`config.mk`:
```
export PLATFORM = sky130hd
export DESIGN_NAME = cordic_polar2cart_iter
export DESIGN_NICKNAME = d
export VERILOG_FILES = /design/src/rtl/cordic_pkg.sv /design/src/rtl/cordic_preproc_rot.sv /design/src/rtl/cordic_polar2cart_iter.sv
export SDC_FILE = /design/constraint.sdc
export NUM_CORES = 1
export LEC_CHECK = 0
export BUFFER_PORTS_ARGS = -buffer_cell sky130_fd_sc_hd__buf_2
export CAP_MARGIN = 40
export CORE_MARGIN = 3
export CORE_UTILIZATION = 39
export CTS_BUF_LIST = sky130_fd_sc_hd__clkbuf_4
export DETAILED_ROUTE_END_ITERATION = 16
export GPL_TIMING_DRIVEN = 1
export SETUP_SLACK_MARGIN = 0.2
export SYNTH_ARGS = -nofsm -noshare
export SYNTH_HDL_FRONTEND = slang
export SYNTH_SLANG_ARGS = --single-unit
export TNS_END_PERCENT = 50
```
`constraint.sdc`:
```
create_clock -name clk -period 14.4 [get_ports clk]
set_input_delay 1.44 -clock clk [delete_from_list [all_inputs] [get_ports clk]]
set_output_delay 1.44 -clock clk [all_outputs]
set_load 0.05 [all_outputs]
```
`src/rtl/cordic_pkg.sv`:
```
// Shared CORDIC constants, arctangent table and iterative-rotator state encoding.
package cordic_pkg;

  localparam int KINV_Q15   = 19898;
  localparam int unsigned KINV_SHIFT = 15;
  localparam int unsigned KINV_W     = 17;

  typedef enum logic [1:0] {IDLE, RUN, FIN, DONE} cordic_iter_state_t;

  // round(atan(2^-i) * 2^(angle_w-1) / pi); table is held at 32-bit angle precision
  function automatic logic [63:0] atan_lut(input int unsigned i, input int unsigned angle_w);
    logic [31:0] t;
    logic [63:0] r;
    case (i)
      0:  t = 32'h2000_0000;
      1:  t = 32'h12E4_051E;
      2:  t = 32'h09FB_385B;
      3:  t = 32'h0511_11D4;
      4:  t = 32'h028B_0D43;
      5:  t = 32'h0145_D7E1;
      6:  t = 32'h00A2_F61E;
      7:  t = 32'h0051_7C55;
      8:  t = 32'h0028_BE53;
      9:  t = 32'h0014_5F2F;
      10: t = 32'h000A_2F98;
      11: t = 32'h0005_17CC;
      12: t = 32'h0002_8BE6;
      13: t = 32'h0001_45F3;
      14: t = 32'h0000_A2FA;
      15: t = 32'h0000_517D;
      16: t = 32'h0000_28BE;
      17: t = 32'h0000_145F;
      18: t = 32'h0000_0A30;
      19: t = 32'h0000_0518;
      20: t = 32'h0000_028C;
      21: t = 32'h0000_0146;
      22: t = 32'h0000_00A3;
      23: t = 32'h0000_0051;
      24: t = 32'h0000_0029;
      25: t = 32'h0000_0014;
      26: t = 32'h0000_000A;
      27: t = 32'h0000_0005;
      28: t = 32'h0000_0003;
      29: t = 32'h0000_0001;
      30: t = 32'h0000_0001;
      default: t = 32'h0000_0000;
    endcase
    if (angle_w >= 32) begin
      r = 64'(t) << (angle_w - 32);
    end else begin
      r = (64'(t) + (64'd1 << (31 - angle_w))) >> (32 - angle_w);
    end
    return r;
  endfunction

endpackage

```
`src/rtl/cordic_preproc_rot.sv`:
```
// Quadrant fold for rotation mode: brings theta into [-pi/2, pi/2] by negating the start vector.
module cordic_preproc_rot
  import cordic_pkg::*;
#(
  parameter int unsigned XY_W    = 16,
  parameter int unsigned ANGLE_W = 32,
  parameter int unsigned GUARD   = 3
) (
  input  logic signed [XY_W-1:0]     mag,
  input  logic signed [ANGLE_W-1:0]  theta,
  output logic signed [XY_W+GUARD:0] x0_c,
  output logic signed [XY_W+GUARD:0] y0_c,
  output logic        [ANGLE_W-1:0]  z0_c
);

  localparam int unsigned DW = XY_W + GUARD + 1;
  localparam logic signed [ANGLE_W-1:0] HALF_PI     = ANGLE_W'(1) << (ANGLE_W - 2);
  localparam logic signed [ANGLE_W-1:0] NEG_HALF_PI = -HALF_PI;

  logic signed [DW-1:0] m;

  assign m = DW'(mag) <<< GUARD;

  // Adding pi modulo 2^ANGLE_W is a flip of the angle sign bit
  always_comb begin
    x0_c = m;
    y0_c = '0;
    z0_c = theta;
    if ((theta > HALF_PI) || (theta < NEG_HALF_PI)) begin
      x0_c = -m;
      z0_c = {~theta[ANGLE_W-1], theta[ANGLE_W-2:0]};
    end
  end

endmodule

```
`src/rtl/cordic_polar2cart_iter.sv`:
```
// Iterative rotation-mode CORDIC: polar (mag, theta) to cartesian (x, y), one micro-rotation per cycle.
module cordic_polar2cart_iter
  import cordic_pkg::*;
#(
  parameter int unsigned XY_W      = 16,
  parameter int unsigned ANGLE_W   = 32,
  parameter int unsigned ITER      = 16,
  parameter int unsigned GUARD     = 3,
  parameter int unsigned GAIN_COMP = 1
) (
  input  logic                      clk,
  input  logic                      rst,
  input  logic                      in_valid,
  output logic                      in_ready,
  input  logic signed [XY_W-1:0]    mag,
  input  logic signed [ANGLE_W-1:0] theta,
  output logic                      out_valid,
  input  logic                      out_ready,
  output logic signed [XY_W-1:0]    x_out,
  output logic signed [XY_W-1:0]    y_out
);

  localparam int unsigned DW    = XY_W + GUARD + 1;
  localparam int unsigned PW    = DW + KINV_W;
  localparam int unsigned CNT_W = (ITER > 1) ? $clog2(ITER) : 1;
  localparam logic signed [PW-1:0] SAT_MAX = PW'(2 ** (XY_W - 1) - 1);
  localparam logic signed [PW-1:0] SAT_MIN = ~SAT_MAX;

  cordic_iter_state_t state_q, state_d;
  logic [CNT_W-1:0]   cnt_q, cnt_d;
  logic signed [DW-1:0] x_q, y_q, x0_c, y0_c, x_sh, y_sh;
  logic [ANGLE_W-1:0] z_q, z0_c, atan_c;
  logic               accept;

  cordic_preproc_rot #(
    .XY_W   (XY_W),
    .ANGLE_W(ANGLE_W),
    .GUARD  (GUARD)
  ) u_preproc (
    .mag  (mag),
    .theta(theta),
    .x0_c (x0_c),
    .y0_c (y0_c),
    .z0_c (z0_c)
  );

  assign x_sh   = x_q >>> cnt_q;
  assign y_sh   = y_q >>> cnt_q;
  assign atan_c = ANGLE_W'(atan_lut(32'(cnt_q), ANGLE_W));
  assign accept = in_valid && in_ready;

  // Optional 1/K gain, drop guard bits, clamp to the output range
  function automatic logic signed [XY_W-1:0] scale_sat(input logic signed [DW-1:0] v);
    logic signed [PW-1:0] p;
    logic signed [XY_W-1:0] r;
    p = PW'(v);
    if (GAIN_COMP != 0) begin
      p = (p * PW'(KINV_Q15)) >>> KINV_SHIFT;
    end
    p = p >>> GUARD;
    if (p > SAT_MAX) begin
      r = SAT_MAX[XY_W-1:0];
    end else if (p < SAT_MIN) begin
      r = SAT_MIN[XY_W-1:0];
    end else begin
      r = p[XY_W-1:0];
    end
    return r;
  endfunction

  always_ff @(posedge clk) begin
    if (rst) begin
      state_q <= IDLE;
      cnt_q   <= '0;
    end else begin
      state_q <= state_d;
      cnt_q   <= cnt_d;
    end
  end

  always_comb begin
    state_d  = state_q;
    cnt_d    = cnt_q;
    in_ready = 1'b0;
    case (state_q)
      IDLE: begin
        in_ready = 1'b1;
        if (in_valid) begin
          state_d = RUN;
          cnt_d   = '0;
        end
      end
      RUN: begin
        if (cnt_q == CNT_W'(ITER - 1)) begin
          state_d = FIN;
          cnt_d   = '0;
        end else begin
          cnt_d = cnt_q + CNT_W'(1);
        end
      end
      FIN: state_d = DONE;
      DONE: begin
        if (out_ready) begin
          in_ready = 1'b1;
          state_d  = in_valid ? RUN : IDLE;
          cnt_d    = '0;
        end
      end
      default: state_d = IDLE;
    endcase
  end

  // Shared shift-add datapath and registered result
  always_ff @(posedge clk) begin
    if (rst) begin
      x_q       <= '0;
      y_q       <= '0;
      z_q       <= '0;
      x_out     <= '0;
      y_out     <= '0;
      out_valid <= 1'b0;
    end else begin
      if (accept) begin
        x_q <= x0_c;
        y_q <= y0_c;
        z_q <= z0_c;
      end else if (state_q == RUN) begin
        if (!z_q[ANGLE_W-1]) begin
          x_q <= x_q - y_sh;
          y_q <= y_q + x_sh;
          z_q <= z_q - atan_c;
        end else begin
          x_q <= x_q + y_sh;
          y_q <= y_q - x_sh;
          z_q <= z_q + atan_c;
        end
      end
      if (state_q == FIN) begin
        x_out     <= scale_sat(x_q);
        y_out     <= scale_sat(y_q);
        out_valid <= 1'b1;
      end else if ((state_q == DONE) && out_ready) begin
        out_valid <= 1'b0;
      end
    end
  end

endmodule

```
After elaboration in Yosys (flattened, before gate mapping)
Memories as Yosys holds them, arrays and structs flattened. A register that Yosys moved wholly into a read port is not among the register bits.
Index checks and enable logic that the tools add are counted.
- register bits: 111
- ROM bits: 480
- input bits: 52
- bits in latches: 0
- memories: 1
- word-level logic and storage cells: 77
- memory bits (writable): 0
- output and inout port bits: 34
- mux-type cells: 32
- equality and inequality tests: 7
- bitwise logic cells: 1
- shift operators: 2
- multipliers: 2
- order comparisons: 6
- add/sub/neg operators: 8
- div/mod/pow operators: 0
- reductions and logical operators: 10
- memories (memory ; depth ; bits a word ; rd ports ; clocked after memory_dff ; write ports ; line ; text):
    (name not given) ; 16 ; 30 ; 1 ; 1 ; 0 ; cordic_pkg.sv:14 ; case (i)
- operators by type and width (kind ; count):
    37-bit two-way mux ; 4
    32-bit two-way mux ; 4
    20-bit two-way mux ; 5
    20-bit by 15-bit multiplier with 35-bit output, second input constant ; 2
    34-bit by 16-bit greater-than comparator with 1-bit output, second input constant ; 2
    34-bit by 16-bit < comparator with 1-bit output, second input constant ; 2
    16-bit two-way mux ; 4
    20-bit adder ; 2
    20-bit by 4-bit >>> shifter with 20-bit output ; 2
    20-bit subtractor ; 2
    32-bit adder ; 1
    32-bit greater-than comparator, second input constant ; 1
    32-bit by 31-bit < comparator with 1-bit output, second input constant ; 1
    32-bit subtractor ; 1
    4-bit two-way mux ; 5
    19-bit negator with 20-bit output ; 1
    4-bit case mux with 3 select lines ; 1
    2-bit case mux with 4 select lines ; 1
    2-bit two-way mux ; 3
    2-bit != test, second input constant ; 3
    3-bit AND reduction ; 2
    4-bit by 1-bit adder with 4-bit output, second input constant ; 1
    2-bit equality test, second input constant ; 2
    4-bit equality test, second input constant ; 1
    other kinds (10) ; 15

Logic depth before layout (Yosys ltp)
- depth in word-level cells: 6
- depth in mapped cells: 25
- depth with buffers taken out: 24

Hierarchy
Synthesis repeated with hierarchy kept, for this count alone.
- cells, all modules: 3074
- area, all modules: 25958.6 µm²
- by module, submodules not included (module ; cells an instance ; seq. area each (µm²) ; times used ; area an instance (µm²)):
    cordic_polar2cart_iter ; 2853 ; 2822.7 ; 1 ; 24434.7
    cordic_preproc_rot ; 221 ; 0.0 ; 1 ; 1524.0

Worst setup path after synthesis
Ideal clock, no wire load.
- path kind: reg-to-reg
- from: register y_q[16]
- to: register y_out[0]
- clock period less this slack: 6370 ps
- data arrival time: 6242 ps
- stages on the path, launching flop included: 24
- library setup time: 128 ps
- required time: 14272 ps
- path buffers: 1
- setup slack: 8030 ps
- path through: dfxtp_1 -> ha_1 -> inv_1 -> fa_1 -> inv_1 -> fa_1 -> fa_1 -> fa_1 -> inv_1 -> fa_1 -> inv_1 -> ha_1 -> a211oi_1 -> o211ai_1 -> a221o_1 -> nor4_1 -> nand3_1 -> and2_1 -> o211a_1 -> o41ai_1 -> o21ai_1 -> o21bai_1 -> clkbuf_1 -> nor2_1
- word-level cells in the longest chain between the ends: 6
- elaborated cells between the ends (all ways): 7
- classes of those cells: 1 x mul; 2 x order compare; 4 x mux
- ends and longest elaborated chain (element ; line ; text):
    start, declared ; cordic_polar2cart_iter.sv:31 ; logic signed [DW-1:0] x_q, y_q, x0_c, y0_c, x_sh, y_sh;
    start signal, assigned ; cordic_polar2cart_iter.sv:125 ; y_q <= y0_c;
    start signal, assigned ; cordic_polar2cart_iter.sv:130 ; y_q <= y_q + x_sh;
    start signal, assigned ; cordic_polar2cart_iter.sv:134 ; y_q <= y_q - x_sh;
    20-bit by 15-bit multiplier with 35-bit output * ; cordic_polar2cart_iter.sv:58 ; p = (p * PW'(KINV_Q15)) >>> KINV_SHIFT;
    37-bit two-way mux * ; cordic_polar2cart_iter.sv:138 ; if (state_q == FIN) begin
    37-bit two-way mux * ; cordic_polar2cart_iter.sv:115 ; if (rst) begin
    34-bit by 16-bit < comparator with 1-bit output ; cordic_polar2cart_iter.sv:63 ; end else if (p < SAT_MIN) begin
    16-bit two-way mux ; cordic_polar2cart_iter.sv:63 ;
    16-bit two-way mux * ; cordic_polar2cart_iter.sv:61 ; if (p > SAT_MAX) begin
    end signal, assigned ; cordic_polar2cart_iter.sv:140 ; y_out <= scale_sat(y_q);
    end, declared ; cordic_polar2cart_iter.sv:20 ; output logic signed [XY_W-1:0] y_out
Every way passes the cells marked *; elsewhere a longest branch is shown, timed or not. The select of a mux whose other input is x is not followed.
A chain may end at the register's enable or synchronous reset.

Worst setup path after layout
- from: register y_q[16]
- to: register y_out[5]
Same word-level chain as after synthesis.

==> results.py <==
metrics = {
    "final_layout": {
        "layout-drive-gt1-share_pct": 8.228,
        "syn_to_final_growth_pct": 6.685,
        "final_util_pct": 42.52,
        "final_nets": 3400,
    },
    "worst_hold_path": {
        "hp-class": "flop to flop",
    },
    "synth": {
        "synth_seq_area_share_pct": 11.87,
        "ys_ff_latch": 141,
        "synthDistinctLibCells": 85,
        "yosys.cell_count.top_type": "inv_1",
        "yosys_warnings": 0,
        "postSynthCellCount": 2723,
        "ys_top_cells_by_count": "476 x inv_1, 340 x ha_1, 249 x fa_1",
        "synth_top_area_share_pct": 20.96,
        "synth-edff-count": 0,
        "syn_avg_cell_area_sq_um": 8.735,
        "syn_area_sq_um": 23790,
        "synthTopCellsByArea": "fa_1 21%, ha_1 18%, dfxtp_1 12%",
        "postSynthNetCount": 3364,
        "yosysTopAreaCell": "fa_1",
        "synth_flop_cell": "dfxtp_1",
        "synthArstFlopShare_pct": 0,
    },
    "critical_path": {
        "arrival_ns": 7.91,
        "cp_max_fo": 13,
        "critical_path.max_stage_delay_ns": 0.60,
        "cpMaxStageDelayCell": "o21bai_1",
        "cp_top_family": "adder cells",
        "crit_path_start_kind": "flop",
        "critical_path_class": "flop to flop",
        "path_buf_inv": 5,
        "path_cells": "ha_1 -> inv_1 -> fa_1 -> inv_1 -> fa_1 -> fa_1 -> fa_1 -> inv_1 -> fa_1 -> inv_1 -> ha_1 -> a211oi_1 -> o211ai_1 -> a221o_1 -> nor4_1 -> nand3_1 -> and2_1 -> o211a_1 -> o41ai_1 -> o21ai_1 -> buf_4 -> o21bai_1 -> nor2_1",
        "cp_common_cell": "fa_1",
        "end_kind": "flop",
        "required_ns": 14.98,
    },
    "clock_network": {
        "cts_num_sinks": 141,
        "cts.clk_slew.worst_paths_ns": 0.16,
        "postCtsSetupBuffers": 0,
        "ctsResizeCount": 0,
        "cts_buffers": 17,
        "root_buffer": "clkbuf_4",
        "hold_buffers": 0,
        "h-tree-depth": 4,
        "cts_tree": "built",
        "clock_tree.buffer_depth": 2,
        "clkLatencyLatePin_ns": 0.73,
    },
    "timing": {
        "period_share_pct": 50.93,
        "rsz0062_at_grt": "false",
        "slew_headroom_pct": 45.75,
        "max_freq_mhz": 136.4,
        "finClkSkew_ns": 0.03586,
        "holdWs_ns": 0.4957,
        "setup_tns_ns": 0,
        "layout_min_cycle_time_ns": 7.333,
        "hold_viol": 0,
        "setup_viol": 0,
        "tightest_slew_ns": 0.8138,
        "slew_violations": 0,
    },
    "global_routing": {
        "grt_start_max_net_pins": 73,
        "grt_pass1_vias": 19140,
        "overflow": 0,
        "antenna_found_initial": 2,
        "track_usage_pct": 19.19,
        "grt_pass1_wl_mm": 99.10,
    },
    "status": {
        "outcome": "completed",
    },
    "placed_design": {
        "dp_hpwl_mm": 48.13,
        "port_buffers": 85,
        "gp_routability_congestion": 0.9333,
    },
    "floorplan": {
        "num_rows": 89,
        "die_y_microns": 253.0,
        "die_w_microns": 253.0,
        "io_pins": 86,
        "die_area_sq_um": 63990,
        "core_sq_um": 59690,
        "start_util_pct": 39.85,
    },
    "drt": {
        "drtIter0Drc": 1140,
        "ant_nets": 0,
        "drc": 0,
        "wirelength_mm": 60.58,
        "wl_per_cell_microns": 17.07,
        "via_per_inst": 5.337,
        "first_pass_iters": 6,
        "num_vias": 18940,
    },
    "job": {
        "cap_violations": 0,
    },
}
==> state kept, by name, summed over array words and instances (netlist names) <==
| register | count |
|---|---|
| cnt_q | 4 |
| x_q | 20 |
| atan_c | 30 |
| z_q | 32 |
| y_out | 16 |
| y_q | 20 |
| state_q | 2 |
| x_out | 16 |
| out_valid | 1 |
==> layer usage <==
metal	track usage [%]	up-vias	routed length (microns)
met5	0	-	0
met4	5.124	0	1166
met3	2.876	69	2605
met2	31.47	375	27990
met1	26.45	9226	28820
li1	-	9267	-
==> worst reg2reg max path: stages, from the launching register on <==
cell	delay, ns
dfxtp_1	0.49
ha_1	0.42
inv_1	0.08
fa_1	0.54
inv_1	0.06
fa_1	0.53
fa_1	0.44
fa_1	0.54
inv_1	0.06
fa_1	0.53
inv_1	0.04
ha_1	0.34
a211oi_1	0.29
o211ai_1	0.16
a221o_1	0.35
nor4_1	0.25
nand3_1	0.15
and2_1	0.23
o211a_1	0.29
o41ai_1	0.32
o21ai_1	0.13
buf_4	0.21
o21bai_1	0.60
nor2_1	0.11
==> cells in the final DEF, fill, tap and decap left out, types with 11 or more instances in the layout <==
master | synthesis | final
inv_1 | 476 | 476
ha_1 | 340 | 338
fa_1 | 249 | 249
nor2_1 | 225 | 225
a21oi_1 | 166 | 166
dfxtp_1 | 141 | 138
nand2_1 | 135 | 134
xnor2_1 | 98 | 98
xor2_1 | 89 | 89
buf_2 | 8 | 84
o21ai_0 | 79 | 79
a21o_1 | 59 | 59
a211oi_1 | 57 | 57
mux2i_1 | 49 | 49
nor3_1 | 42 | 42
mux4_2 | 36 | 36
and3_1 | 26 | 26
nor2b_1 | 26 | 26
a31oi_1 | 22 | 22
nand3_1 | 22 | 22
o21a_1 | 20 | 20
nand2b_1 | 19 | 19
nor4_1 | 18 | 18
clkbuf_4 | 0 | 18
mux2_2 | 17 | 17
buf_4 | 0 | 17
and2_1 | 16 | 16
o22ai_1 | 15 | 15
o211ai_1 | 15 | 15
or3_1 | 14 | 14
o21bai_1 | 13 | 13
nand4_1 | 11 | 11
==> layout make-up <==
class	count	area, sq um
Timing Repair Buffer	106	661.9
Fill cell	5964	34310
Tap cell	773	967.2
Inverter	479	1798
Sequential cell	141	2826
Multi-Input combinational cell	2014	18800
Antenna cell	4	10.01
Clock inverter	13	180.2
Clock buffer	18	135.1
==> logic make-up after synthesis <==
| family | share of synthesized area, % |
|---|---|
| and+or+nand+nor | 11.70 |
| adders and majority gates | 38.84 |
| buffers and inverters | 9.179 |
| AOI/OAI and AO/OA | 15.10 |
| xor gates and xnor gates | 6.885 |
| DFF | 11.87 |
| muxes | 6.433 |
==> per-stage QoR <==
step / cell area, sq um / cells / worst slack [ns]
after floorplan: 23790 / 2723 / 8.030
after global placement: 24930 / 3507 / 7.219
after detailed placement: 25040 / 3512 / 6.931
after CTS: 25360 / 3543 / 6.901
after global routing: 25370 / 3546 / 6.639
final: 25380 / 3548 / 7.067
==> worst paths after layout <==
check | from | to | cells after the start | slack, ns
max reg2reg | y_q[16] | y_out[5] | 23 | 7.07
min reg2reg | y_out[2] | y_out[2] | 2 | 0.50
min | y_out[2] | y_out[2] | 2 | 0.50
max | y_q[16] | y_out[5] | 23 | 7.07
Power is not shown: default switching activity piles up to over one toggle a cycle in this logic, so the estimate is an artifact.
